<file path="src/rtl/cu_pkg.sv">
// cu_pkg
// Shared constants for the memory-based control unit: the 3-bit state
// encoding (IDLE=000, then F1..F3 and E1..E3 in order), the 3-bit opcode
// map held in IR[8:6], and a small decode helper.
package cu_pkg;

  // State encoding, kept as plain constants so legacy code can compare raw bits
  localparam logic [2:0] S_IDLE = 3'd0;
  localparam logic [2:0] S_F1   = 3'd1;
  localparam logic [2:0] S_F2   = 3'd2;
  localparam logic [2:0] S_F3   = 3'd3;
  localparam logic [2:0] S_E1   = 3'd4;
  localparam logic [2:0] S_E2   = 3'd5;
  localparam logic [2:0] S_E3   = 3'd6;

  // Opcode map
  localparam logic [2:0] OP_MV   = 3'b000;
  localparam logic [2:0] OP_MVI  = 3'b001;
  localparam logic [2:0] OP_ADD  = 3'b010;
  localparam logic [2:0] OP_SUB  = 3'b011;
  localparam logic [2:0] OP_LD   = 3'b100;
  localparam logic [2:0] OP_ST   = 3'b101;
  localparam logic [2:0] OP_MVNZ = 3'b110;
  localparam logic [2:0] OP_RSVD = 3'b111;

  // Opcodes whose execute phase runs all the way to E3
  function automatic logic has_e3(input logic [2:0] op);
    return (op == OP_MVI) || (op == OP_ADD) || (op == OP_SUB) || (op == OP_LD);
  endfunction

endpackage

</file>
<file path="src/rtl/cu_fetch_exec_if.sv">
// cu_fetch_exec_if
// Control bundle between the control unit and the processor datapath.
//   Run     : start/continue request (datapath side -> control unit)
//   IR      : instruction register contents {I, X, Y}
//   GNZ     : G register non-zero flag
//   Done    : last cycle of the current instruction
//   Rin     : one-hot register load enables R0..R7
//   Rout    : one-hot register bus drive R0..R7
//   IRin, Ain, Gin : IR, A and G load enables
//   Gout, DINout   : G and memory data bus drive
//   AddSub  : 0 = add, 1 = subtract
//   ADDRin  : load address register from the bus
//   DOUTin  : load data-out register from the bus
//   W_D     : write-enable register input (memory write next cycle)
//   incr_pc : R7 increments at the end of this cycle
// master = control unit, slave = datapath.
interface cu_fetch_exec_if;
  logic       Run;
  logic [8:0] IR;
  logic       GNZ;
  logic       Done;
  logic [7:0] Rin;
  logic [7:0] Rout;
  logic       IRin;
  logic       Ain;
  logic       Gin;
  logic       Gout;
  logic       DINout;
  logic       AddSub;
  logic       ADDRin;
  logic       DOUTin;
  logic       W_D;
  logic       incr_pc;

  modport master (
    input  Run, IR, GNZ,
    output Done, Rin, Rout, IRin, Ain, Gin, Gout, DINout,
           AddSub, ADDRin, DOUTin, W_D, incr_pc
  );

  modport slave (
    output Run, IR, GNZ,
    input  Done, Rin, Rout, IRin, Ain, Gin, Gout, DINout,
           AddSub, ADDRin, DOUTin, W_D, incr_pc
  );
endinterface

</file>
<file path="src/rtl/dec3to8.sv">
// dec3to8
// 3-to-8 one-hot decoder with enable.
//   W  : 3-bit index
//   En : enable; all outputs 0 when low
//   Y  : one-hot output, Y[W] set when enabled
module dec3to8 (
  input  logic [2:0] W,
  input  logic       En,
  output logic [7:0] Y
);

  assign Y = En ? (8'd1 << W) : 8'd0;

endmodule

</file>
<file path="src/rtl/cu_fetch_exec.sv">
// cu_fetch_exec
// Memory-based control unit. Fetches each instruction through R7 from
// synchronous memory (F1: PC to address register, F2: read latency and PC
// increment, F3: load IR), then runs up to three execute cycles E1..E3
// decoded from the opcode. All outputs are combinational decodes of the
// current state and IR/GNZ.
//   Clock : system clock, rising-edge active
//   Reset : synchronous, active-high; returns to IDLE on the next edge
//   bus   : control bundle (master side), see cu_fetch_exec_if
module cu_fetch_exec
  import cu_pkg::*;
(
  input  logic             Clock,
  input  logic             Reset,
  cu_fetch_exec_if.master  bus
);

  logic [2:0] state;
  logic [2:0] next_state;
  logic [2:0] op;
  logic [7:0] x_dec;
  logic [7:0] y_dec;

  logic       done;
  logic [7:0] rin;
  logic [7:0] rout;
  logic       ir_in;
  logic       a_in;
  logic       g_in;
  logic       g_out;
  logic       din_out;
  logic       add_sub;
  logic       addr_in;
  logic       dout_in;
  logic       w_d;
  logic       incr_pc;

  assign op = bus.IR[8:6];

  dec3to8 u_dec_x (
    .W  (bus.IR[5:3]),
    .En (1'b1),
    .Y  (x_dec)
  );

  dec3to8 u_dec_y (
    .W  (bus.IR[2:0]),
    .En (1'b1),
    .Y  (y_dec)
  );

  // State register; reset wins over everything, abandoning any instruction
  always_ff @(posedge Clock) begin
    if (Reset) begin
      state <= S_IDLE;
    end else begin
      state <= next_state;
    end
  end

  // Next state: fetch is a fixed three-cycle walk, execute ends on Done,
  // and Run is only looked at in IDLE or on the Done cycle
  always_comb begin
    next_state = S_IDLE;
    case (state)
      S_IDLE: next_state = bus.Run ? S_F1 : S_IDLE;
      S_F1:   next_state = S_F2;
      S_F2:   next_state = S_F3;
      S_F3:   next_state = S_E1;
      S_E1: begin
        if (done) next_state = bus.Run ? S_F1 : S_IDLE;
        else      next_state = S_E2;
      end
      S_E2: begin
        if (done)            next_state = bus.Run ? S_F1 : S_IDLE;
        else if (has_e3(op)) next_state = S_E3;
        else                 next_state = S_IDLE;
      end
      S_E3: begin
        if (done) next_state = bus.Run ? S_F1 : S_IDLE;
        else      next_state = S_IDLE;
      end
      default: next_state = S_IDLE;
    endcase
  end

  // Output decode; every enable defaults to 0 so IDLE and unused
  // state/opcode combinations drive nothing
  always_comb begin
    done    = 1'b0;
    rin     = 8'd0;
    rout    = 8'd0;
    ir_in   = 1'b0;
    a_in    = 1'b0;
    g_in    = 1'b0;
    g_out   = 1'b0;
    din_out = 1'b0;
    add_sub = 1'b0;
    addr_in = 1'b0;
    dout_in = 1'b0;
    w_d     = 1'b0;
    incr_pc = 1'b0;
    case (state)
      S_F1: begin
        rout    = 8'h80;
        addr_in = 1'b1;
      end
      S_F2: incr_pc = 1'b1;
      S_F3: begin
        din_out = 1'b1;
        ir_in   = 1'b1;
      end
      S_E1: begin
        case (op)
          OP_MV: begin
            rout = y_dec;
            rin  = x_dec;
            done = 1'b1;
          end
          // Immediate operand is fetched like an instruction word
          OP_MVI: begin
            rout    = 8'h80;
            addr_in = 1'b1;
          end
          OP_ADD, OP_SUB: begin
            rout = x_dec;
            a_in = 1'b1;
          end
          OP_LD, OP_ST: begin
            rout    = y_dec;
            addr_in = 1'b1;
          end
          // Conditional move: Done always, the transfer only when G != 0
          OP_MVNZ: begin
            done = 1'b1;
            if (bus.GNZ) begin
              rout = y_dec;
              rin  = x_dec;
            end
          end
          OP_RSVD: done = 1'b1;
        endcase
      end
      S_E2: begin
        case (op)
          OP_MVI: incr_pc = 1'b1;
          OP_ADD: begin
            rout = y_dec;
            g_in = 1'b1;
          end
          OP_SUB: begin
            rout    = y_dec;
            g_in    = 1'b1;
            add_sub = 1'b1;
          end
          OP_ST: begin
            rout    = x_dec;
            dout_in = 1'b1;
            w_d     = 1'b1;
            done    = 1'b1;
          end
          default: ;
        endcase
      end
      S_E3: begin
        case (op)
          OP_MVI, OP_LD: begin
            din_out = 1'b1;
            rin     = x_dec;
            done    = 1'b1;
          end
          OP_ADD, OP_SUB: begin
            g_out = 1'b1;
            rin   = x_dec;
            done  = 1'b1;
          end
          default: ;
        endcase
      end
      default: ;
    endcase
  end

  assign bus.Done    = done;
  assign bus.Rin     = rin;
  assign bus.Rout    = rout;
  assign bus.IRin    = ir_in;
  assign bus.Ain     = a_in;
  assign bus.Gin     = g_in;
  assign bus.Gout    = g_out;
  assign bus.DINout  = din_out;
  assign bus.AddSub  = add_sub;
  assign bus.ADDRin  = addr_in;
  assign bus.DOUTin  = dout_in;
  assign bus.W_D     = w_d;
  assign bus.incr_pc = incr_pc;

endmodule

</file>
<file path="src/flat_wrapper.sv">
// flat-port wrapper written by rule: the top's interface ports become plain ports
module cu_fetch_exec_flat import cu_pkg::*;
  (Clock, Reset, bus_Run, bus_IR, bus_GNZ, bus_Done, bus_Rin, bus_Rout, bus_IRin, bus_Ain, bus_Gin, bus_Gout, bus_DINout, bus_AddSub, bus_ADDRin, bus_DOUTin, bus_W_D, bus_incr_pc);
  cu_fetch_exec_if bus_i ();
  input  logic Clock;
  input  logic Reset;
  input wire logic [$bits(bus_i.Run)-1:0] bus_Run;
  input wire logic [$bits(bus_i.IR)-1:0] bus_IR;
  input wire logic [$bits(bus_i.GNZ)-1:0] bus_GNZ;
  output wire logic [$bits(bus_i.Done)-1:0] bus_Done;
  output wire logic [$bits(bus_i.Rin)-1:0] bus_Rin;
  output wire logic [$bits(bus_i.Rout)-1:0] bus_Rout;
  output wire logic [$bits(bus_i.IRin)-1:0] bus_IRin;
  output wire logic [$bits(bus_i.Ain)-1:0] bus_Ain;
  output wire logic [$bits(bus_i.Gin)-1:0] bus_Gin;
  output wire logic [$bits(bus_i.Gout)-1:0] bus_Gout;
  output wire logic [$bits(bus_i.DINout)-1:0] bus_DINout;
  output wire logic [$bits(bus_i.AddSub)-1:0] bus_AddSub;
  output wire logic [$bits(bus_i.ADDRin)-1:0] bus_ADDRin;
  output wire logic [$bits(bus_i.DOUTin)-1:0] bus_DOUTin;
  output wire logic [$bits(bus_i.W_D)-1:0] bus_W_D;
  output wire logic [$bits(bus_i.incr_pc)-1:0] bus_incr_pc;
  assign bus_i.Run = bus_Run;
  assign bus_i.IR = bus_IR;
  assign bus_i.GNZ = bus_GNZ;
  assign bus_Done = bus_i.Done;
  assign bus_Rin = bus_i.Rin;
  assign bus_Rout = bus_i.Rout;
  assign bus_IRin = bus_i.IRin;
  assign bus_Ain = bus_i.Ain;
  assign bus_Gin = bus_i.Gin;
  assign bus_Gout = bus_i.Gout;
  assign bus_DINout = bus_i.DINout;
  assign bus_AddSub = bus_i.AddSub;
  assign bus_ADDRin = bus_i.ADDRin;
  assign bus_DOUTin = bus_i.DOUTin;
  assign bus_W_D = bus_i.W_D;
  assign bus_incr_pc = bus_i.incr_pc;
  cu_fetch_exec u_core (.Clock(Clock), .Reset(Reset), .bus(bus_i));
endmodule
</file>
<file path="config.mk">
export PLATFORM = sky130hd
export DESIGN_NAME = cu_fetch_exec_flat
export DESIGN_NICKNAME = d
export VERILOG_FILES = /design/src/rtl/cu_pkg.sv /design/src/rtl/cu_fetch_exec_if.sv /design/src/rtl/dec3to8.sv /design/src/rtl/cu_fetch_exec.sv /design/src/flat_wrapper.sv
export SDC_FILE = /design/constraint.sdc
export NUM_CORES = 1
export LEC_CHECK = 0
export CELL_PAD_IN_SITES_DETAIL_PLACEMENT = 0
export CELL_PAD_IN_SITES_GLOBAL_PLACEMENT = 1
export CORE_MARGIN = 4
export CORE_UTILIZATION = 40
export DETAILED_ROUTE_END_ITERATION = 16
export DONT_BUFFER_PORTS = 1
export GPL_ROUTABILITY_DRIVEN = 0
export GPL_TIMING_DRIVEN = 0
export MAX_ROUTING_LAYER = met4
export PLACE_DENSITY_LB_ADDON = 0.1
export SLEW_MARGIN = 20
export SYNTH_ARGS = -nofsm -noshare
export SYNTH_HDL_FRONTEND = slang
export SYNTH_SLANG_ARGS = --single-unit
</file>
<file path="constraint.sdc">
create_clock -name Clock -period 2.8 [get_ports Clock]
set_input_delay 0.56 -clock Clock [delete_from_list [all_inputs] [get_ports Clock]]
set_output_delay 0.56 -clock Clock [all_outputs]
set_load 0.005 [all_outputs]
</file>
==> impl_metrics.py, run 1 <==
metrics = {
    "grt": {
        "grt_util_all_layers": 0.189,
        "grt_pass1_vias": 816,
        "antenna_found_initial": 0,
        "grt_pass1_wl_mm": 3.88,
        "grt_max_degree": 11,
        "grt-ovfl-total": 0,
    },
    "min_path": {
        "worstHoldStart": "Reset",
        "hold-path-endpoint": "u_core.state[1]",
        "whs_path_depth": 1,
        "hold_path.class": "primary input to flip-flop",
    },
    "worst_setup_path": {
        "critPathMaxFanout": 10,
        "cp.arrival_ns": 1.56,
        "criticalPathCategory": "flip-flop to output port",
        "path_delay_family": "flip-flops",
        "reg2reg_depth": 4,
        "cp.buffers_inverters": 1,
        "critPathRequiredTime_ns": 2.24,
        "worstReg2RegStart": "u_core.state[1]",
        "rrSetupSlack_ns": 1.47,
        "crit_cells": 5,
        "r2r_end": "u_core.state[0]",
        "slowest_delay_ns": 0.44,
        "crit_chain": "buf_2 > xnor2_1 > mux2i_1 > o2bb2ai_1 > and2_1",
        "cp-start-kind": "flip-flop",
        "critPathSlowestCell": "dfxtp_1",
        "crit_path_end_kind": "output port",
    },
    "logic_synthesis": {
        "synth.distinct_cells": 44,
        "syn_inst": 121,
        "synth_edf_count": 0,
        "syn-mean-instance-area_um2": 6.60,
        "synth_area_um2": 798,
        "syn_nets": 134,
        "ys_seq_elements": 3,
        "synth_flop_cell": "dfxtp_1",
        "async_reset_ff_frac": 0,
        "seq_area_frac_synth": 0.0752,
        "yosys_warnings": 0,
    },
    "timing": {
        "setup_ws_ns": 0.675,
        "worst_pin_slew_ns": 0.421,
        "drv_slew": 0,
        "hold_viol": 0,
        "relSlewSlack": 0.717,
        "max_freq_mhz": 471,
        "rsz0062_at_grt": "false",
        "setup-tns-final_ns": 0,
        "finalCritPeriodShare": 0.759,
        "min_period_ns": 2.12,
        "fin_skew_ns": 0.00548,
        "setup-violations-final": 0,
    },
    "power": {
        "total_power_mw": 0.247,
        "peakVddDrop_mv": 0.172,
        "p_leak_nw": 0.288,
        "p_per_area_mw_per_mm2": 289,
    },
    "routing": {
        "drt.antenna.violating_nets": 0,
        "first_pass_iters": 4,
        "drtIter0Drc": 30,
        "vias_per_cell": 6.22,
        "drc_errors": 0,
        "wl_per_cell_um": 15.9,
        "route.vias.total": 933,
        "wl_mm": 2.39,
    },
    "clock_tree": {
        "cts.htree.levels": 1,
        "postCtsHoldBufs": 0,
        "cts_setup_buffers": 0,
        "cts-resized-gates": 0,
        "path_clk_slew_ns": 0.03,
        "cts_tree": "built",
        "clock-sinks": 3,
        "clock_path_buffers": 2,
        "cts_buffers": 3,
        "clockRootBuffer": "clkbuf_4",
        "clock_latency_ns": 0.24,
    },
    "placement": {
        "place_ws_ns": 0.675,
        "portBuffers": 0,
        "hpwlAfterDp_mm": 1.89,
    },
    "status": {
        "status": "completed",
    },
    "floorplan": {
        "core_area_mm2": 0.00180,
        "rows": 15,
        "die_h_um": 52.7,
        "die_area_mm2": 0.00277,
        "start_util": 0.443,
        "io_pins": 40,
        "fp.dieW_um": 52.7,
    },
    "finish": {
        "drive_above_1_share": 0.152,
        "reg_top3": "u_core.state x3",
        "final_util": 0.475,
        "largest_register": "u_core.state",
        "final_nets": 139,
        "final_common_cell": "nand2b_1",
        "area_growth_pct": 7.21,
        "antenna_cells": 0,
        "largest_register_ffs": 3,
        "layout_common_cells": "nand2b_1, a21oi_1, nor2_1",
    },
    "flow_run": {
        "maxCapViolations": 0,
    },
}
## worst reg2reg max path, delay by kind of cell (launching register included)
family	cells	cell delay, ns
AO/OA/AOI/OAI	2	0.39
buffers and inverters	2	0.38
flip-flops	1	0.44
## worst max-delay path by stage
stage                               start           to
final                     u_core.state[1]     bus_Done
after global routing      u_core.state[1]     bus_Done
after CTS                 u_core.state[1]     bus_Done
after detailed placement        bus_IR[8]  bus_Rout[0]
after global placement          bus_IR[8]  bus_Rout[0]
after floorplan                 bus_IR[8]  bus_Rout[0]
## power by group
part / switching, mW / total, mW / leakage, nW / internal [mW]
clock network: 0.0239 / 0.0773 / 0.0150 / 0.0535
logic: 0.0710 / 0.117 / 0.249 / 0.0465
registers: 0.00463 / 0.0522 / 0.0247 / 0.0475
## metal layers
layer  share of wire  vias up  routed length [um]  GRT usage
met1            0.47      428                1120      0.264
met4          0.0033        0                   8     0.0766
li1                -      464                   -          -
met2            0.45       39                1080      0.273
met3           0.075        2                 179     0.0199
met5               0        -                   0          -
## Yosys cell counts, types with 2 or more instances
cell / instances / share of area
nand2b_1: 12 / 0.094
a21oi_1: 11 / 0.069
nor2_1: 10 / 0.047
buf_2: 7 / 0.044
nand2_1: 7 / 0.033
nor3_1: 7 / 0.044
and2_1: 5 / 0.039
and3_1: 4 / 0.031
inv_1: 4 / 0.019
o32ai_1: 4 / 0.044
a21boi_1: 3 / 0.028
dfxtp_1: 3 / 0.075
nor2b_1: 3 / 0.024
o2bb2ai_1: 3 / 0.033
a211oi_1: 2 / 0.019
a31oi_1: 2 / 0.016
a32o_1: 2 / 0.025
buf_6: 2 / 0.028
o21ai_0: 2 / 0.013
o22ai_1: 2 / 0.016
o31ai_1: 2 / 0.019
xnor2_1: 2 / 0.022
## cell families after synthesis
family                 count (synthesis)  synth area share
multiplexers                           1            0.0125
buffers and inverters                 15             0.105
AO/OA/AOI/OAI                         42             0.381
XOR/XNOR                               3            0.0329
flip-flops                             3            0.0752
AND/OR/NAND/NOR                       57             0.393
## through the flow
step                      instances  instance area [um2]  hold WS, ns
final                           150                  856        0.394
after global routing            150                  856        0.375
after CTS                       150                  856        0.389
after detailed placement        146                  830        0.635
after global placement          146                  830        0.634
after floorplan                 121                  798        0.632
## layout make-up
class,instances,area [um2]
plain buffers,10,65.1
inverters,5,18.8
multi-input cells,103,654
fillers,200,946
well taps,25,31.3
flip-flops and latches,3,60.1
clock buffers,4,26.3
Power figures use the tool's default switching activity.
==> run 2, diff against run 1 <==
Settings changed: CORE_UTILIZATION 40 to 37.
Clock period 2.8 ns to 1.9 ns, I/O delays scaled along.
==> run 2 against run 1 <==
Effect of this change: sequential share of layout area fell by 0.27 points; highest routed layer unchanged; largest cell class unchanged; total power rose by 54%; setup slack got worse by 0.60 ns; register-to-register slack got worse by 0.76 ns; largest power group unchanged.
==> impl_metrics.py, run 2 (synthesized netlist as in run 1, its figures left out) <==
metrics = {
    "clock_tree": {
        "cts_tree": "built",
        "cts.htree.levels": 1,
        "clock-sinks": 3,
        "clock_path_buffers": 2,
        "cts_buffers": 3,
        "postCtsHoldBufs": 0,
        "clock_latency_ns": 0.23,
        "clockRootBuffer": "clkbuf_4",
        "path_clk_slew_ns": 0.04,
    },
    "timing": {
        "fin_skew_ns": 0.00170,
        "setup-tns-final_ns": 0,
        "max_freq_mhz": 547,
        "worst_pin_slew_ns": 0.422,
        "setup-violations-final": 0,
        "finalCritPeriodShare": 0.962,
        "min_period_ns": 1.83,
        "relSlewSlack": 0.719,
        "drv_slew": 0,
        "hold_ws_ns": 0.205,
        "hold_viol": 0,
        "rsz0062_at_grt": "true",
    },
    "finish": {
        "reg_top3": "u_core.state x3",
        "antenna_cells": 0,
        "area_growth_pct": 16.1,
        "final_common_cell": "nand2b_1",
        "fin_area_um2": 927,
        "fillers": 230,
        "final_cells": 151,
        "largest_register_ffs": 3,
        "largest_register": "u_core.state",
        "layout_common_cells": "nand2b_1, a21oi_1, nor2_1, nand2_1, nor3_1",
        "final_util": 0.463,
        "final_nets": 138,
        "drive_above_1_share": 0.274,
    },
    "routing": {
        "wl_per_cell_um": 16.8,
        "first_pass_iters": 4,
        "vias_per_cell": 5.90,
        "drtIter0Drc": 12,
        "wl_mm": 2.54,
        "route.vias.total": 891,
        "drc_errors": 0,
        "drt.antenna.violating_nets": 0,
    },
    "floorplan": {
        "io_pins": 40,
        "die_h_um": 54.5,
        "fp.dieW_um": 54.5,
        "rows": 16,
        "core_area_mm2": 0.00200,
        "start_util": 0.399,
        "die_area_mm2": 0.00296,
    },
    "min_path": {
        "whs_path_depth": 1,
        "hold-path-endpoint": "u_core.state[1]",
        "hold_path.class": "primary input to flip-flop",
        "worstHoldStart": "Reset",
    },
    "power": {
        "p_leak_nw": 0.308,
        "p_per_area_mw_per_mm2": 409,
        "peakVddDrop_mv": 0.253,
    },
    "worst_setup_path": {
        "rrSetupSlack_ns": 0.71,
        "critPathMaxFanout": 9,
        "cp.arrival_ns": 1.45,
        "critPathRequiredTime_ns": 1.52,
        "r2r_end": "u_core.state[0]",
        "reg2reg_depth": 4,
        "criticalPathCategory": "flip-flop to output port",
        "crit_path_end_kind": "output port",
        "cp-start-kind": "flip-flop",
        "worstReg2RegStart": "u_core.state[1]",
    },
    "flow_run": {
        "maxCapViolations": 0,
    },
    "placement": {
        "place_inst": 148,
        "dpl_cell_area_um2": 832,
        "hpwlAfterDp_mm": 1.98,
        "portBuffers": 0,
    },
    "grt": {
        "grt_pass1_vias": 903,
        "grt-ovfl-total": 0,
        "antenna_found_initial": 0,
        "grt_max_degree": 11,
        "grt_util_all_layers": 0.182,
        "grt_pass1_wl_mm": 4.00,
    },
    "status": {
        "status": "completed",
    },
}
-- run 2: metal layers --
layer / vias to the layer above / share of wire / global-route usage
met1: 405 / 0.44 / 0.218
li1: 457 / - / -
met3: 2 / 0.048 / 0.0163
met2: 27 / 0.51 / 0.329
met5: - / 0 / -
met4: 0 / 0.0039 / 0.0373
-- run 2: how the worst max path moves through the flow --
| stage | from | endpoint | cells past startpoint |
|---|---|---|---|
| after global placement | bus_IR[8] | bus_Rout[2] | 6 |
| after CTS | u_core.state[2] | bus_Rout[2] | 5 |
| final | u_core.state[0] | bus_Rout[2] | 4 |
| after global routing | u_core.state[0] | bus_Rin[0] | 4 |
| after floorplan | bus_IR[8] | bus_Rout[0] | 5 |
| after detailed placement | bus_IR[8] | bus_Rout[2] | 5 |
-- run 2: cell type report --
| type | count | area [um2] | area share |
|---|---|---|---|
| clock buffer | 4 | 26.3 | 0.0283 |
| tap | 27 | 33.8 | 0.0364 |
| inverter | 5 | 18.8 | 0.0202 |
| sequential | 3 | 62.6 | 0.0675 |
| buffer | 9 | 67.6 | 0.0729 |
| multi-input combinational | 103 | 718 | 0.775 |
-- run 2: timing repair --
item                       in CTS  in global routing
pin swaps                       1                  0
resized for setup               6                 15
setup endpoints to repair      11                 19
setup buffers                   0                  0
-- run 2: critical path, cell delays in order, from the launching register on --
cell and delay, ns:
dfxtp_2 0.36, or3b_1 0.37, a21oi_2 0.15, and2b_4 0.19
a32o_2 0.14
-- run 2: stage by stage --
| step | power [mW] | setup slack, ns |
|---|---|---|
| after global placement | 0.250 | 0.131 |
| after floorplan | 0.217 | 0.202 |
| after CTS | 0.373 | -0.0135 |
| after global routing | 0.410 | -0.00801 |
| final | 0.379 | 0.0718 |
| after detailed placement | 0.251 | 0.128 |
-- run 2: where the power goes --
| part | switching [mW] | internal (mW) | total, mW | leakage (nW) |
|---|---|---|---|---|
| sequential | 0.0128 | 0.0715 | 0.0843 | 0.0253 |
| clock | 0.0337 | 0.0788 | 0.112 | 0.0150 |
| combinational | 0.106 | 0.0764 | 0.183 | 0.268 |
